==> src/rtl/lsu_pkg.sv <==
// Shared encodings, FSM states and byte-lane mask helper for the load/store alignment unit.
package lsu_pkg;

  localparam logic [1:0] SZ_B = 2'b00;
  localparam logic [1:0] SZ_H = 2'b01;
  localparam logic [1:0] SZ_W = 2'b10;
  localparam logic [1:0] SZ_D = 2'b11;

  typedef enum logic [2:0] {
    ST_IDLE,
    ST_ISSUE0,
    ST_WAIT0,
    ST_ISSUE1,
    ST_WAIT1,
    ST_RESP
  } state_e;

  // Lane mask spanning two words so the overflow into the next word is kept.
  function automatic logic [15:0] byte_mask(input logic [1:0] size, input logic [2:0] off);
    logic [15:0] m;
    case (size)
      SZ_B:    m = 16'h0001;
      SZ_H:    m = 16'h0003;
      SZ_W:    m = 16'h000F;
      default: m = 16'h00FF;
    endcase
    return m << off;
  endfunction

endpackage

==> src/rtl/lsu_lane_extend.sv <==
// Load data extraction: shifts the two-beat window down by the byte offset,
// masks to the access size and sign- or zero-extends to XLEN.
module lsu_lane_extend
  import lsu_pkg::*;
#(
  parameter int XLEN  = 32,
  parameter int OFF_W = 2
) (
  input  logic [2*XLEN-1:0] i_data,
  input  logic [OFF_W-1:0]  i_off,
  input  logic [1:0]        i_size,
  input  logic              i_uns,
  output logic [XLEN-1:0]   o_data
);

  logic [XLEN-1:0] w_sh;
  logic [XLEN-1:0] w_mask;
  logic            w_sign;

  assign w_sh   = XLEN'(i_data >> {i_off, 3'b000});
  // A full-width shift yields zero, so a native-width access gets an all-ones mask.
  assign w_mask = ~({XLEN{1'b1}} << (8 << i_size));

  always_comb begin
    w_sign = 1'b0;
    case (i_size)
      SZ_B:    w_sign = w_sh[7];
      SZ_H:    w_sign = w_sh[15];
      SZ_W:    w_sign = w_sh[31];
      default: w_sign = w_sh[XLEN-1];
    endcase
  end

  assign o_data = (w_sh & w_mask) | ((w_sign && !i_uns) ? ~w_mask : '0);

endmodule

==> src/rtl/lsu_align.sv <==
// Load/store alignment unit between execute and a word-wide memory port.
// Define LSU_SPLIT_MISALIGNED_EN to run word-crossing accesses as two beats.
module lsu_align
  import lsu_pkg::*;
#(
  parameter int XLEN   = 32,
  parameter int ADDR_W = 32
) (
  input  logic                clk,
  input  logic                rst_n,
  input  logic                req_valid,
  output logic                req_ready,
  input  logic                req_we,
  input  logic [1:0]          req_size,
  input  logic                req_unsigned,
  input  logic [ADDR_W-1:0]   req_addr,
  input  logic [XLEN-1:0]     req_wdata,
  output logic                mem_valid,
  input  logic                mem_ready,
  output logic                mem_we,
  output logic [ADDR_W-1:0]   mem_addr,
  output logic [XLEN/8-1:0]   mem_wstrb,
  output logic [XLEN-1:0]     mem_wdata,
  input  logic                mem_rvalid,
  input  logic [XLEN-1:0]     mem_rdata,
  output logic                resp_valid,
  input  logic                resp_ready,
  output logic [XLEN-1:0]     resp_rdata,
  output logic                resp_err
);

  localparam int BYTES = XLEN / 8;
  localparam int OFF_W = $clog2(BYTES);
`ifdef LSU_SPLIT_MISALIGNED_EN
  localparam int WW = 2 * XLEN;
`else
  localparam int WW = XLEN;
`endif
  localparam int SW = WW / 8;

  state_e r_state, w_state_nxt;

  logic [OFF_W-1:0]  w_off;
  logic              w_cross, w_illegal, w_err;
  logic [ADDR_W-1:0] w_addr_al;
  logic [WW-1:0]     w_wd_sh;
  logic [SW-1:0]     w_ws_sh;
  logic [2*XLEN-1:0] w_ext_in;
  logic [XLEN-1:0]   w_ext;

  logic              r_we, r_uns;
  logic [1:0]        r_size;
  logic [OFF_W-1:0]  r_off;
`ifdef LSU_SPLIT_MISALIGNED_EN
  logic              r_cross;
  logic [ADDR_W-1:0] r_addr1;
  logic [XLEN-1:0]   r_wd_hi;
  logic [BYTES-1:0]  r_ws_hi;
  logic [XLEN-1:0]   r_beat0;
`endif

  assign w_off     = req_addr[OFF_W-1:0];
  assign w_addr_al = {req_addr[ADDR_W-1:OFF_W], {OFF_W{1'b0}}};
  assign w_cross   = (32'(w_off) + (32'd1 << req_size)) > 32'(BYTES);
  assign w_illegal = (XLEN == 32) && (req_size == SZ_D);
  assign w_wd_sh   = WW'({{XLEN{1'b0}}, req_wdata} << {w_off, 3'b000});
  assign w_ws_sh   = SW'(byte_mask(req_size, 3'(w_off)));
`ifdef LSU_SPLIT_MISALIGNED_EN
  assign w_err     = w_illegal;
  assign w_ext_in  = (r_state == ST_WAIT1) ? {mem_rdata, r_beat0} : {{XLEN{1'b0}}, mem_rdata};
`else
  assign w_err     = w_illegal | w_cross;
  assign w_ext_in  = {{XLEN{1'b0}}, mem_rdata};
`endif

  assign req_ready = (r_state == ST_IDLE);

  lsu_lane_extend #(.XLEN(XLEN), .OFF_W(OFF_W)) u_ext (
    .i_data (w_ext_in),
    .i_off  (r_off),
    .i_size (r_size),
    .i_uns  (r_uns),
    .o_data (w_ext)
  );

  always_comb begin
    w_state_nxt = r_state;
    case (r_state)
      ST_IDLE:   if (req_valid) w_state_nxt = w_err ? ST_RESP : ST_ISSUE0;
      ST_ISSUE0: if (mem_ready) w_state_nxt = ST_WAIT0;
`ifdef LSU_SPLIT_MISALIGNED_EN
      ST_WAIT0:  if (mem_rvalid) w_state_nxt = r_cross ? ST_ISSUE1 : ST_RESP;
      ST_ISSUE1: if (mem_ready) w_state_nxt = ST_WAIT1;
      ST_WAIT1:  if (mem_rvalid) w_state_nxt = ST_RESP;
`else
      ST_WAIT0:  if (mem_rvalid) w_state_nxt = ST_RESP;
`endif
      ST_RESP:   if (resp_ready) w_state_nxt = ST_IDLE;
      default:   w_state_nxt = ST_IDLE;
    endcase
  end

  always_ff @(posedge clk or negedge rst_n) begin
    if (!rst_n) r_state <= ST_IDLE;
    else        r_state <= w_state_nxt;
  end

  always_ff @(posedge clk or negedge rst_n) begin
    if (!rst_n) begin
      mem_valid  <= 1'b0;
      mem_we     <= 1'b0;
      mem_addr   <= '0;
      mem_wstrb  <= '0;
      mem_wdata  <= '0;
      resp_valid <= 1'b0;
      resp_rdata <= '0;
      resp_err   <= 1'b0;
      r_we       <= 1'b0;
      r_uns      <= 1'b0;
      r_size     <= SZ_B;
      r_off      <= '0;
`ifdef LSU_SPLIT_MISALIGNED_EN
      r_cross    <= 1'b0;
      r_addr1    <= '0;
      r_wd_hi    <= '0;
      r_ws_hi    <= '0;
      r_beat0    <= '0;
`endif
    end else begin
      case (r_state)
        ST_IDLE: if (req_valid) begin
          r_we   <= req_we;
          r_uns  <= req_unsigned;
          r_size <= req_size;
          r_off  <= w_off;
`ifdef LSU_SPLIT_MISALIGNED_EN
          r_cross <= w_cross;
          r_addr1 <= w_addr_al + ADDR_W'(BYTES);
          r_wd_hi <= req_we ? w_wd_sh[WW-1:XLEN] : '0;
          r_ws_hi <= req_we ? w_ws_sh[SW-1:BYTES] : '0;
`endif
          if (w_err) begin
            resp_valid <= 1'b1;
            resp_err   <= 1'b1;
            resp_rdata <= '0;
          end else begin
            mem_valid <= 1'b1;
            mem_we    <= req_we;
            mem_addr  <= w_addr_al;
            mem_wstrb <= req_we ? w_ws_sh[BYTES-1:0] : '0;
            mem_wdata <= req_we ? w_wd_sh[XLEN-1:0] : '0;
          end
        end
        ST_ISSUE0, ST_ISSUE1: if (mem_ready) mem_valid <= 1'b0;
        ST_WAIT0: if (mem_rvalid) begin
`ifdef LSU_SPLIT_MISALIGNED_EN
          if (r_cross) begin
            r_beat0   <= mem_rdata;
            mem_valid <= 1'b1;
            mem_addr  <= r_addr1;
            mem_wstrb <= r_ws_hi;
            mem_wdata <= r_wd_hi;
          end else
`endif
          begin
            resp_valid <= 1'b1;
            resp_err   <= 1'b0;
            resp_rdata <= r_we ? '0 : w_ext;
          end
        end
        ST_WAIT1: if (mem_rvalid) begin
          resp_valid <= 1'b1;
          resp_err   <= 1'b0;
          resp_rdata <= r_we ? '0 : w_ext;
        end
        ST_RESP: if (resp_ready) resp_valid <= 1'b0;
        default: ;
      endcase
    end
  end

endmodule

==> config.mk <==
export PLATFORM = sky130hd
export DESIGN_NAME = lsu_align
export DESIGN_NICKNAME = d
export VERILOG_FILES = /design/src/rtl/lsu_pkg.sv /design/src/rtl/lsu_lane_extend.sv /design/src/rtl/lsu_align.sv
export SDC_FILE = /design/constraint.sdc
export NUM_CORES = 1
export LEC_CHECK = 0
export ABC_CLOCK_PERIOD_IN_PS = 1850
export CAP_MARGIN = 20
export CORE_UTILIZATION = 35
export DETAILED_ROUTE_END_ITERATION = 10
export DONT_BUFFER_PORTS = 1
export PLACE_DENSITY = 0.58
export SETUP_SLACK_MARGIN = 0.02
export SLEW_MARGIN = 30
export SYNTH_ARGS = -nofsm -noshare
export SYNTH_HDL_FRONTEND = slang
export SYNTH_SLANG_ARGS = --single-unit
==> constraint.sdc <==
create_clock -name clk -period 1.85 [get_ports clk]
set_clock_uncertainty 0.2 [all_clocks]
set_input_delay 0.4625 -clock clk [delete_from_list [all_inputs] [get_ports clk]]
set_output_delay 0.4625 -clock clk [all_outputs]
set_load 0.05 [all_outputs]
# Word level (Yosys, flattened, before mapping)
# Cells that the tools add are included.
dict set report totals {
  register_bits 111
  inputBits 106
  out_inout_bits 105
  word_cells 87
}
dict set report op_classes {
  add_sub_neg 1
  n_lt_le_gt_ge 1
  n_eq_ne 17
  shifts 6
  muxes 27
  n_bitwise 6
  n_reduce_logical 16
}
# operator count
set op_table {}
lappend op_table {{$mux W32} 6}
lappend op_table {{$not A32 Y32} 2}
lappend op_table {{$pmux W32 S2} 1}
lappend op_table {{$add A2 B32 Y32} 1}
lappend op_table {{$and A32 B32 Y32} 1}
lappend op_table {{$gt A32 B3 Y1 const B} 1}
lappend op_table {{$or A32 B32 Y32} 1}
lappend op_table {{$shl A1 B2 Y32 const A} 1}
lappend op_table {{$shl A32 B32 Y32 const A} 1}
lappend op_table {{$shl A32 B5 Y32} 1}
lappend op_table {{$shl A4 B2 Y32 const A} 1}
lappend op_table {{$shr A32 B5 Y32} 1}
lappend op_table {{$pmux W8 S3} 1}
lappend op_table {{$shl A16 B2 Y4} 1}
lappend op_table {{$mux W3} 5}
lappend op_table {{$ne A2 B2 Y1 const B} 6}
lappend op_table {{$pmux W3 S4} 1}
lappend op_table {{$reduce_and A4 Y1} 3}
lappend op_table {{$mux W1} 8}
lappend op_table {{$eq A3 B2 Y1 const B} 2}
lappend op_table {{$eq A3 B3 Y1 const B} 2}
lappend op_table {{$pmux W1 S2} 3}
lappend op_table {{$reduce_and A5 Y1} 1}
lappend op_table {{$eq A2 B1 Y1 const B} 2}
lappend op_table {{16 further kinds} 21}

# Depth between registers and ports, before layout
# Gate-level depths: netlist of the first run.
dict set report depth {
  depth_word 9
  mapped_depth 12
  depth_no_buf 8
}

# Modules after synthesis
# From an unflattened synthesis of the first run, not the netlist that was laid out.
dict set report hier_totals {
  cells_unflattened 496
  area_unflattened_um2 5853.1
}
# mod n_inst cells_each area_each_um2 seq_area_each_um2
set modules_own_cells {}
lappend modules_own_cells {lsu_align 1 375 4937.2 2777.7}
lappend modules_own_cells {lsu_lane_extend 1 121 915.9 0.0}

# Worst setup path before layout of the first run
# OpenSTA, ideal clock, no wires.
dict set report synth_path {
  kind {input -> register}
  from {input port req_addr[1]}
  to {register resp_rdata[3]}
  setup_time_ps 125
  arrival_ps 2705
  slack_ps -1179
  stages 8
  path_buffers 2
  cell_sequence {clkbuf_1 > clkinv_1 > fa_1 > nor2b_1 > o21ai_2 > a21oi_2 > buf_2 > mux2_2}
}
dict set report synth_via {
  elab_chain_cells 5
}
# item line_no
set synth_rtl {}
lappend synth_rtl {{start, declared} lsu_align.sv:16} ;# input logic [ADDR_W-1:0] req_addr,
lappend synth_rtl {{$add A2 B32 Y32} lsu_align.sv:64} ;# assign w_cross = (32'(w_off) + (32'd1 << req_size)) > 32'(BYTES);
lappend synth_rtl {{$gt A32 B3 Y1} lsu_align.sv:64}
lappend synth_rtl {{$or A1 B1 Y1} lsu_align.sv:72} ;# assign w_err = w_illegal | w_cross;
lappend synth_rtl {{$ne A2 B1 Y1 (no line)} -}
lappend synth_rtl {{$reduce_and A4 Y1 (no line)} -}
lappend synth_rtl {{end signal, assigned} lsu_align.sv:168} ;# resp_rdata <= r_we ? '0 : w_ext;
lappend synth_rtl {{end signal, assigned} lsu_align.sv:174} ;# resp_rdata <= r_we ? '0 : w_ext;
lappend synth_rtl {{end, declared} lsu_align.sv:28} ;# output logic [XLEN-1:0] resp_rdata,
# Every way passes these cells.
# A chain may end at the register's enable or synchronous reset.

# Worst setup path in the final report of the first run
dict set report layout_path {
  from {input port req_size[1]}
  to {register mem_addr[20]}
}
dict set report layout_via {
  elab_chain_cells 6
  elab_cells_between_ends 7
}
# item line_no
set layout_rtl {}
lappend layout_rtl {{start, declared} lsu_align.sv:14} ;# input logic [1:0] req_size,
lappend layout_rtl {{$shl A1 B2 Y32} lsu_align.sv:64}
lappend layout_rtl {{$add A2 B32 Y32} lsu_align.sv:64}
lappend layout_rtl {{$gt A32 B3 Y1} lsu_align.sv:64}
lappend layout_rtl {{$or A1 B1 Y1 *} lsu_align.sv:72}
lappend layout_rtl {{$not A1 Y1 (no line) *} -}
lappend layout_rtl {{$reduce_and A3 Y1 (no line) *} -}
lappend layout_rtl {{end signal, assigned} lsu_align.sv:149} ;# mem_addr <= w_addr_al;
lappend layout_rtl {{end, declared} lsu_align.sv:21} ;# output logic [ADDR_W-1:0] mem_addr,
# Mark *: on every way between the ends. The rest lies on a longest branch, timed or not.

==> key figures, run 1 <==
Detailed routing
  – First-pass DRT Iterations: 4
  – DR top layer: met4
  – DRT met1 WL: between 5000 and 6000 um
  – Post-DRT Antenna Nets: 0
  – Initial DRC Count: between 150 and 200
  – WL final: roughly 14000 um
  – Routed via count: roughly 3700
  – Met2 Wirelength: roughly 7200 um
  – DR WL met3: between 1500 and 2000 um
  – Via-to-Cell Ratio: 5.57
  – Drt wl/cell: about 22 um
  – DR DRC count: 0

Die
  – Initial Utilization: a little over a third
  – Die Width: approximately 120 um
  – Die area: between 0.015 and 0.02 mm^2
  – Die H: ~120 um
  – Io pins: ~210
  – FP Rows: 44
  – Core ar.: around 0.015 mm^2

Logic synthesis
  – Ys flop type: dfrtp_1
  – Most common cell in the netlist: dfrtp_1
  – Commonest cells in the netlist: dfrtp_1 (111), mux2_2 (47), nand2_1 (46)
  – Cells after Synth: 438
  – Synth unique cells: 44
  – Largest family of logic cells by synthesized area: multiplexers
  – Area leader, netlist: dfrtp_1
  – Simple-gate portion of the synthesized area: 7.19%
  – Synth top area cells: dfrtp_1 (53%), mux2_2 (10%), mux2i_1 (7.6%)
  – Compound-Gate Fraction of Synth Area: around 17%
  – Post-synth EDFFs: 0
  – Syn. warnings: 0
  – Syn_area_per_cell: roughly 12 um^2
  – Syn Std Cell Area: ~0.0053 mm^2
  – Async set-reset flop share out of synthesis: 100%
  – Flops & latches, synth: ~110
  – Synth top area share: between 50% and 60%
  – Post-Synth Adder-Cell Area: 0.619%
  – Post-synthesis xor/xnor area fraction: less than 1%
  – Seq/Total Area, Yosys: about 53%
  – Mux contribution to synthesized area: 18.1%

GRT
  – Pin count of the biggest net entering global routing: approximately 110
  – Initial antenna violation count: 0
  – Gr ovfl total: 0
  – GRT Total Usage: a little under a fifth
  – Vias in the first global route: 3938
  – First-pass GRT wire length: ~22000 um

Outcome
  – Failing checks: hold timing, setup timing
  – Result of the run: finished with violations

Clock network
  – Clock root buffer: clkbuf_16
  – H-tree level count: 3
  – Clock transition at path regs: ~0.07 ns
  – Clock Tree Buf Depth: 2
  – CTS tree: yes
  – Post-CTS Hold Fix Bufs: 1
  – TritonCTS Buffers: 9
  – Latest clock arrival within the worst-skew pair: roughly 0.35 ns
  – CTS Sinks: about 110

Setup path
  – Critical Path AT: between 2 and 2.5 ns
  – Flop2flop setup slack: -0.17 ns
  – Crit. End Element: register
  – Startpoint Class: input port
  – Critical path type: in2reg
  – Critical path fanouts, max: 24
  – Req. time, crit path: 1.88 ns

Timing
  – Final hold violations: around 110
  – Worst-margin pin slew: 0.632 ns
  – Min setup slack post-route: -0.376 ns
  – Final Setup Violations: approximately 100
  – Minimum clock period: about 2.2 ns
  – Fin Hold WS: -0.393 ns
  – Final slew viol count: 0
  – Period utilization: 120%
  – Relative slew slack: between 50% and 60%
  – RSZ-0062 raised after global routing: true
  – FMAX: 449 MHz

Final layout
  – N_diodes: 0
  – Layout area overhead: 21.0%
  – Nets@finish: a little under 600
  – Fill count: about 1400
  – Layout cell share with drive strength beyond 1: 30.2%
  – Final Cell Area: between 0.006 and 0.007 mm^2

Placement
  – Number of port buffers: 0
  – DPL Wire Length: 10600 um
  – Post-placement cell area: around 0.006 mm^2
  – Placer Congestion: roughly 0.86

Pwr
  – Pwr per Cell Area: 2120 mW/mm^2
  – Pleak: roughly 2.9 nW
  – Max IR drop VDD: 0.973 mV

Job
  – # Max-Cap Violations: 0

Min path
  – Hold Path Class: in2async
## metrics by stage
stage | power (mW) | std cells | setup slack, ns | util (%) | TNS, ns
2_1_floorplan | 10.1 | 439 | -0.831 | - | -76.22
3_3_place_gp | 11.1 | 629 | -0.695 | 39.9 | -61.42
3_5_place_dp | 11.2 | 629 | -0.776 | 39.9 | -67.87
4_1_cts | 13.5 | 654 | -0.381 | 43.1 | -29.99
5_1_grt | 14.1 | 658 | -0.429 | 43.6 | -36.15
6_report | 13.5 | 658 | -0.376 | 43.6 | -30.76
## power by group
| part | switching, mW | internal (mW) |
|---|---|---|
| Clock | 0.896 | 1.20 |
| Sequential | 4.17 | 3.39 |
| Combinational | 1.66 | 2.16 |
## worst max-delay path, stage by stage
cell      delay [ns]
nor2_4          0.08
ha_2            0.17
inv_2           0.04
fa_2            0.40
nor2b_4         0.15
o21ai_4         0.20
nand2b_4        0.21
buf_12          0.18
mux2_2          0.35
## layout make-up
type	count	area [um^2]	area share [%]
well taps	184	230	3.62
multi-input cells	288	2430	38.1
repair buffers	52	583	9.16
flip-flops and latches	111	2780	43.6
clock buffers	10	229	3.60
inverters	7	27.5	0.433
clock inverters	6	90.1	1.42
## logic make-up after synthesis
family	count (synthesis)
adder cells (fa/ha/maj)	2
multiplexers	88
AO/OA/AOI/OAI	110
XOR/XNOR	2
buffers and inverters	40
other	1
AND/OR/NAND/NOR	84
flip-flops	111
## flip-flops by register name, indices dropped and copies added, names as in the netlist
signal	cells
mem_wdata	32
r_we	1
mem_wstrb	4
mem_valid	1
r_state	3
resp_valid	1
resp_err	1
mem_addr	30
r_uns	1
r_size	2
resp_rdata	32
mem_we	1
r_off	2
## cells in the final DEF, fill, tap and decap left out, types with 9 or more instances in the layout
| master | netlist | layout |
|---|---|---|
| dfrtp_1 | 111 | 111 |
| nand2_1 | 46 | 46 |
| mux2_2 | 47 | 41 |
| mux2i_1 | 40 | 40 |
| buf_4 | 6 | 33 |
| a22o_1 | 26 | 26 |
| o21ai_0 | 19 | 19 |
| nor2_1 | 19 | 18 |
| a221o_1 | 16 | 16 |
| a21oi_1 | 12 | 11 |
| clkbuf_16 | 0 | 11 |
| o2bb2ai_2 | 0 | 9 |
| buf_12 | 0 | 9 |
## final timing paths
path,start,to,depth (start not counted)
max,req_size[1],mem_addr[20],9
min,rst_n,mem_addr[16],0
max in group asynchronous,rst_n,mem_wstrb[1],0
min reg2reg,r_we,r_we,2
max reg2reg,r_state[2],resp_rdata[17],4
min in group clk,req_size[0],r_size[0],2
## repair_timing
action                     4_1_cts  5_1_grt
pin swaps                       16       10
setup endpoints to repair      102      104
hold endpoints to repair       112      111
gates resized for setup          7        4
setup buffers                    8        3
cloned                           1        2
## metal layers
layer  up-vias  GRT usage, %
met5         -             0
met2       193          31.9
met1      1783          19.9
li1       1672             -
met3        18          8.20
met4         0          6.09
Note: power is estimated with default switching activity, not from simulation.
==> run 2, diff against run 1 <==
Settings changed: CTS_BUF_LIST set to sky130_fd_sc_hd__clkbuf_8, REMOVE_ABC_BUFFERS set to 1.
==> run 2 against run 1 <==
- the run still ends with hold timing, setup timing left
- routed wire length is 13% higher
- setup slack better by 0.074 ns
- die area stayed put
- via count is 11% higher
- worst hold slack worse by 0.058 ns
- final cell count is 9.6% higher
- combinational power is 23% higher
- count of clock-buffer cells in the layout stayed put
- sequential share of layout area is 4.7 points lower
- largest cell class unchanged
==> key figures, run 2 (synthesized netlist as in run 1, its figures left out) <==
Clock network
  – TritonCTS Buffers: 9 (unchanged)
  – Post-CTS Hold Fix Bufs: 49 (was 1)
  – Clock Tree Buf Depth: 2 (unchanged)
  – H-tree level count: 3 (unchanged)
  – Clock root buffer: clkbuf_8 (was clkbuf_16)
  – CTS Sinks: 111 (unchanged)
  – CTS tree: yes (unchanged)
  – Clock transition at path regs: 0.11 ns (was 0.07 ns)
  – Latest clock arrival within the worst-skew pair: 0.39 ns (was 0.35 ns)

Setup path
  – Critical path fanouts, max: 8 (was 24)
  – Critical Path AT: 2.22 ns (was 2.26 ns)
  – R2R depth: 8 (was 4)
  – Req. time, crit path: 1.92 ns (was 1.88 ns)
  – Critical path type: in2reg (unchanged)
  – Critical path origin: req_size[0] (was req_size[1])
  – Worst flop-to-flop path startpoint: r_state[0] (was r_state[2])
  – Crit. End Element: register (unchanged)
  – Startpoint Class: input port (unchanged)

Pwr
  – Total power: 13.9 mW (was 13.5 mW)
  – Max IR drop VDD: 1.12 mV (was 0.973 mV)
  – Pleak: 3.33 nW (was 2.89 nW)
  – Pwr per Cell Area: 1950 mW/mm^2 (was 2120 mW/mm^2)

Die
  – Initial Utilization: 36.0% (unchanged)
  – Io pins: 211 (unchanged)
  – Die area: 0.0155 mm^2 (unchanged)
  – Core ar.: 0.0146 mm^2 (unchanged)
  – Die H: 125 um (unchanged)
  – FP Rows: 44 (unchanged)
  – Die Width: 125 um (unchanged)

Final layout
  – Biggest regs: mem_wdata (32), resp_rdata (32), mem_addr (30) (unchanged)
  – Layout Cells excl Fill: 721 (was 658)
  – Fill count: 1255 (was 1365)
  – Nets@finish: 640 (was 577)
  – Most frequent cells in the layout: dfrtp_1 (109), dlygate4sd3_1 (49), nand2_1 (45), mux2i_1 (40), mux2_4 (38) (was dfrtp_1 (111), nand2_1 (46), mux2_2 (41), mux2i_1 (40), buf_4 (33))
  – Layout cell share with drive strength beyond 1: 30.5% (was 30.2%)
  – Layout area overhead: 35.6% (was 21.0%)
  – Final Cell Area: 0.00713 mm^2 (was 0.00636 mm^2)
  – Commonest non-fill, non-tap cell in the layout: dfrtp_1 (unchanged)
  – N_diodes: 0 (unchanged)

Timing
  – Worst-margin pin slew: 0.579 ns (was 0.632 ns)
  – Final slew viol count: 0 (unchanged)
  – Period utilization: 116% (was 120%)
  – Relative slew slack: 61.4% (was 57.7%)
  – Fin Hold WS: -0.451 ns (was -0.393 ns)
  – Min setup slack post-route: -0.302 ns (was -0.376 ns)
  – FMAX: 465 MHz (was 449 MHz)
  – Minimum clock period: 2.15 ns (was 2.23 ns)
  – RSZ-0062 raised after global routing: true (unchanged)
  – Final Setup Violations: 102 (was 104)
  – Setup_tns: -24.81 ns (was -30.76 ns)
  – Final hold violations: 111 (unchanged)

Outcome
  – Failing checks: hold timing, setup timing (unchanged)
  – Result of the run: finished with violations (unchanged)

Detailed routing
  – Via-to-Cell Ratio: 5.65 (was 5.57)
  – First-pass DRT Iterations: 6 (was 4)
  – Post-DRT Antenna Nets: 0 (unchanged)
  – Drt wl/cell: 22.6 um (was 21.8 um)
  – Initial DRC Count: 154 (was 162)
  – WL final: 16300 um (was 14400 um)
  – DR DRC count: 0 (unchanged)
  – Routed via count: 4075 (was 3666)

Placement
  – Number of port buffers: 0 (unchanged)
  – Placer Congestion: 0.779 (was 0.856)
  – DPL Wire Length: 9860 um (was 10600 um)
  – Post-placement cell area: 0.00568 mm^2 (was 0.00583 mm^2)
  – Setup WS pre-CTS: -0.846 ns (was -0.776 ns)
  – Inst Count DP: 629 (unchanged)

Job
  – # Max-Cap Violations: 0 (unchanged)

GRT
  – Pin count of the biggest net entering global routing: 112 (unchanged)
  – Gr ovfl total: 0 (unchanged)
  – GRT Total Usage: 21.5% (was 18.4%)
  – First-pass GRT wire length: 26000 um (was 22200 um)
  – Initial antenna violation count: 0 (unchanged)
  – Vias in the first global route: 4367 (was 3938)

Min path
  – Hold Path Class: in2async (unchanged)
[run 2: final timing paths]
check                                       to  slack, ns
worst min-delay path            resp_rdata[10]      -0.45
worst min register to register           r_uns       0.32
worst max-delay path             resp_rdata[4]      -0.30
max in group asynchronous        mem_wdata[17]       1.69
worst max register to register  resp_rdata[12]      -0.22
min in group clk                resp_rdata[24]       0.02
[run 2: layout make-up]
type	count	area [um^2]	area share, %
Clock inverter	6	72.6	1.02
Inverter	7	26.3	0.369
Clock buffer	10	138	1.93
Multi-Input combinational cell	289	2600	36.5
Tap cell	184	230	3.23
Sequential cell	111	2780	39.0
Timing Repair Buffer	114	1280	17.9
[run 2: metal layers]
metal | part of all wire (%) | vias to the layer above | global-route usage [%]
met3 | 9.8 | 14 | 8.25
met2 | 49 | 194 | 35.7
met1 | 40 | 2077 | 25.4
li1 | - | 1790 | -
met4 | 1.3 | 0 | 7.09
met5 | 0 | - | 0
[run 2: through the flow]
stage / utilization, % / hold WS, ns
floorplan: - / -0.0331
global placement: 38.9 / -0.0288
detailed placement: 38.9 / -0.0294
CTS: 48.5 / -0.479
global route: 48.9 / -0.471
finish: 48.9 / -0.451
[run 2: worst max-delay path: stages]
cell     delay [ns]
nor2_4         0.10
ha_4           0.13
inv_2          0.03
fa_2           0.51
nor2b_4        0.17
o21ai_4        0.08
a21oi_4        0.23
buf_12         0.19
mux2_4         0.31
[run 2: what timing repair did]
item	in CTS	in global routing
endpoints found under the setup margin	102	102
setup buffers	15	6
pin swaps	18	12
resized for setup	85	14
cloned	7	1
endpoints found under the hold margin	160	111
[run 2: power breakdown]
part	internal (mW)	total [mW]	switching [mW]
Clock	0.684	1.60	0.916
Combinational	2.76	4.70	1.94
Sequential	3.39	7.62	4.23
Total	6.84	13.9	7.08
==> run 3, diff against run 2 <==
Settings changed: CORE_UTILIZATION 35 to 55, PLACE_DENSITY 0.58 to 0.8.
==> run 3 against run 2 <==
- the flow still finishes with violations (hold timing, setup timing)
- critical endpoint is now resp_rdata[16]
- via count fell by 5.3%
- largest cell class unchanged
- clock power decreased by 7%
- register-to-register slack got worse by 0.08 ns
- fmax is 5.4% lower
- die area decreased by 36%
- sequential power about the same
- worst hold slack better by 0.031 ns
- final cell count shrank 15%
- total power decreased by 3.4%
- critical path depth rose by 2
- combinational power fell by 7.2%
- count of clock-buffer cells in the layout is the same
- highest routed layer unchanged
==> key figures, run 3 (synthesized netlist as in run 1, its figures left out) <==
Detailed routing
  – WL final: 14500 um (was 16300 um)
  – Initial DRC Count: 174 (was 154)
  – Post-DRT Antenna Nets: 0 (unchanged)
  – Drt wl/cell: 23.5 um (was 22.6 um)
  – DR DRC count: 0 (unchanged)
  – Routed via count: 3859 (was 4075)
  – First-pass DRT Iterations: 4 (was 6)
  – Via-to-Cell Ratio: 6.26 (was 5.65)

Die
  – Initial Utilization: 56.9% (was 36.0%)
  – Core ar.: 0.00924 mm^2 (was 0.0146 mm^2)
  – FP Rows: 35 (was 44)
  – Die H: 99.8 um (was 125 um)
  – Io pins: 211 (unchanged)
  – Die Width: 99.8 um (was 125 um)
  – Die area: 0.00996 mm^2 (was 0.0155 mm^2)

GRT
  – First-pass GRT wire length: 20900 um (was 26000 um)
  – Gr ovfl total: 0 (unchanged)
  – Initial antenna violation count: 0 (unchanged)
  – Vias in the first global route: 3972 (was 4367)
  – GRT Total Usage: 27.7% (was 21.5%)
  – Pin count of the biggest net entering global routing: 112 (unchanged)

Setup path
  – Flop2flop setup slack: -0.30 ns (was -0.22 ns)
  – Startpoint Class: input port (unchanged)
  – Req. time, crit path: 1.90 ns (was 1.92 ns)
  – Critical path fanouts, max: 8 (unchanged)
  – Cells along the critical path: nor2_4 > ha_4 > inv_2 > fa_1 > nor2b_4 > o21ai_2 > buf_6 > a21oi_4 > buf_6 > buf_8 > a221o_1 (was nor2_4 > ha_4 > inv_2 > fa_2 > nor2b_4 > o21ai_4 > a21oi_4 > buf_12 > mux2_4)
  – R2R depth: 7 (was 8)
  – Slowest stage delay, CP: 0.46 ns (was 0.51 ns)
  – Critical Path AT: 2.32 ns (was 2.22 ns)
  – Crit. End Element: register (unchanged)
  – Critical path type: in2reg (unchanged)
  – Most frequent cell on the critical path: buf_6
  – Slowest CP cell: fa_1 (was fa_2)

Placement
  – Placer Congestion: 0.888 (was 0.779)
  – Number of port buffers: 0 (unchanged)
  – DPL Wire Length: 9330 um (was 9860 um)

Final layout
  – Most frequent cells in the layout: dfrtp_1 (109), nand2_1 (44), mux2i_1 (40), mux2_4 (37), buf_4 (28) (was dfrtp_1 (109), dlygate4sd3_1 (49), nand2_1 (45), mux2i_1 (40), mux2_4 (38))
  – Layout cell share with drive strength beyond 1: 31.4% (was 30.5%)
  – Fill count: 623 (was 1255)
  – Nets@finish: 590 (was 640)
  – Layout area overhead: 23.2% (was 35.6%)
  – Commonest non-fill, non-tap cell in the layout: dfrtp_1 (unchanged)
  – N_diodes: 0 (unchanged)
  – Biggest regs: mem_wdata (32), resp_rdata (32), mem_addr (30) (unchanged)

Clock network
  – Clock transition at path regs: 0.11 ns (about the same)
  – H-tree level count: 3 (unchanged)
  – Clock Tree Buf Depth: 2 (unchanged)
  – CTS Sinks: 111 (unchanged)
  – Latest clock arrival within the worst-skew pair: 0.36 ns (was 0.39 ns)
  – Clock root buffer: clkbuf_8 (unchanged)
  – TritonCTS Buffers: 9 (unchanged)
  – CTS tree: yes (unchanged)

Pwr
  – Pleak: 3.10 nW (was 3.33 nW)
  – Max IR drop VDD: 1.33 mV (was 1.12 mV)
  – Pwr per Cell Area: 2080 mW/mm^2 (was 1950 mW/mm^2)
  – Total power: 13.5 mW (was 13.9 mW)

Timing
  – FMAX: 439 MHz (was 465 MHz)
  – Minimum clock period: 2.28 ns (was 2.15 ns)
  – Relative slew slack: 50.6% (was 61.4%)
  – Final hold violations: 111 (unchanged)
  – Period utilization: 123% (was 116%)
  – Worst-margin pin slew: 0.740 ns (was 0.579 ns)
  – Min setup slack post-route: -0.426 ns (was -0.302 ns)
  – Final slew viol count: 0 (unchanged)
  – Fin Hold WS: -0.420 ns (was -0.451 ns)
  – Setup_tns: -35.63 ns (was -24.81 ns)
  – Final Setup Violations: 104 (was 102)
  – RSZ-0062 raised after global routing: true (unchanged)

Outcome
  – Result of the run: finished with violations (unchanged)
  – Failing checks: hold timing, setup timing (unchanged)

Min path
  – Hold Path Class: in2async (unchanged)

Job
  – # Max-Cap Violations: 0 (unchanged)
==> run 3: cell types whose count changed in the layout (fill, tap and decap cells not counted), moves of 2 or more <==
cell	previous run	this run
buf_16	5	2
o2bb2ai_1	1	3
inv_6	4	0
clkinv_4	0	2
buf_4	32	28
clkbuf_16	0	3
buf_12	10	6
dlygate4sd3_1	49	4
==> run 3: path summary, 6_finish.rpt <==
| check | from | to |
|---|---|---|
| worst min register to register | r_we | r_we |
| max in group asynchronous | rst_n | r_state[0] |
| worst min-delay path | rst_n | mem_wdata[26] |
| worst max-delay path | req_size[0] | resp_rdata[16] |
| worst max register to register | r_state[1] | mem_wdata[26] |
| min in group clk | req_wdata[1] | mem_wdata[1] |
==> run 3: metal layers <==
layer  track usage (%)  vias to the layer above  share of wire (%)
met5                 0                        -                  0
met4              8.37                        0                1.6
met3              9.75                       19                 11
met2              48.4                      222                 51
met1              32.1                     1931                 37
li1                  -                     1687                  -
==> run 3: area by class of cell <==
cell class                      instances  area, um^2  share of cell area, %
Inverter                                7        26.3                  0.406
Multi-Input combinational cell        289        2550                   39.3
Timing Repair Buffer                   64         756                   11.7
Sequential cell                       111        2780                   42.9
Clock inverter                          6        70.1                   1.08
Tap cell                              129         161                   2.49
Clock buffer                           10         138                   2.12
==> run 3: power breakdown <==
group          switching [mW]  internal (mW)  leakage [nW]
Combinational            1.83           2.53          1.56
Sequential               4.21           3.39          1.43
Clock                   0.815          0.674         0.106
Total                    6.86           6.59          3.10
==> run 3: worst max-delay path: cells and delay by family <==
| kind | cells | cell delay, ns |
|---|---|---|
| adder cells (fa/ha/maj) | 2 | 0.59 |
| AND/OR/NAND/NOR | 2 | 0.25 |
| buffers and inverters | 4 | 0.45 |
| AO/OA/AOI/OAI | 3 | 0.56 |
==> run 3: per-stage QoR <==
step / hold WS, ns / setup slack, ns / instances / utilization [%] / cell area (um^2)
4_1_cts: -0.443 / -0.364 / 608 / 66.2 / 6120
3_3_place_gp: -0.0306 / -0.786 / 575 / 60.7 / 5610
5_1_grt: -0.442 / -0.447 / 616 / 70.1 / 6480
3_5_place_dp: -0.0311 / -0.876 / 575 / 60.7 / 5610
6_report: -0.420 / -0.426 / 616 / 70.1 / 6480
2_1_floorplan: -0.0331 / -1.94 / 406 / - / 5080
==> run 3: timing repair <==
action / 4_1_cts / 5_1_grt
hold endpoints to repair: 114 / 112
setup endpoints to repair: 102 / 104
cloned: 5 / 5
pin swaps: 5 / 9
gates resized for setup: 17 / 71
hold buffers: 3 / 1
buffers inserted: 9 / 4
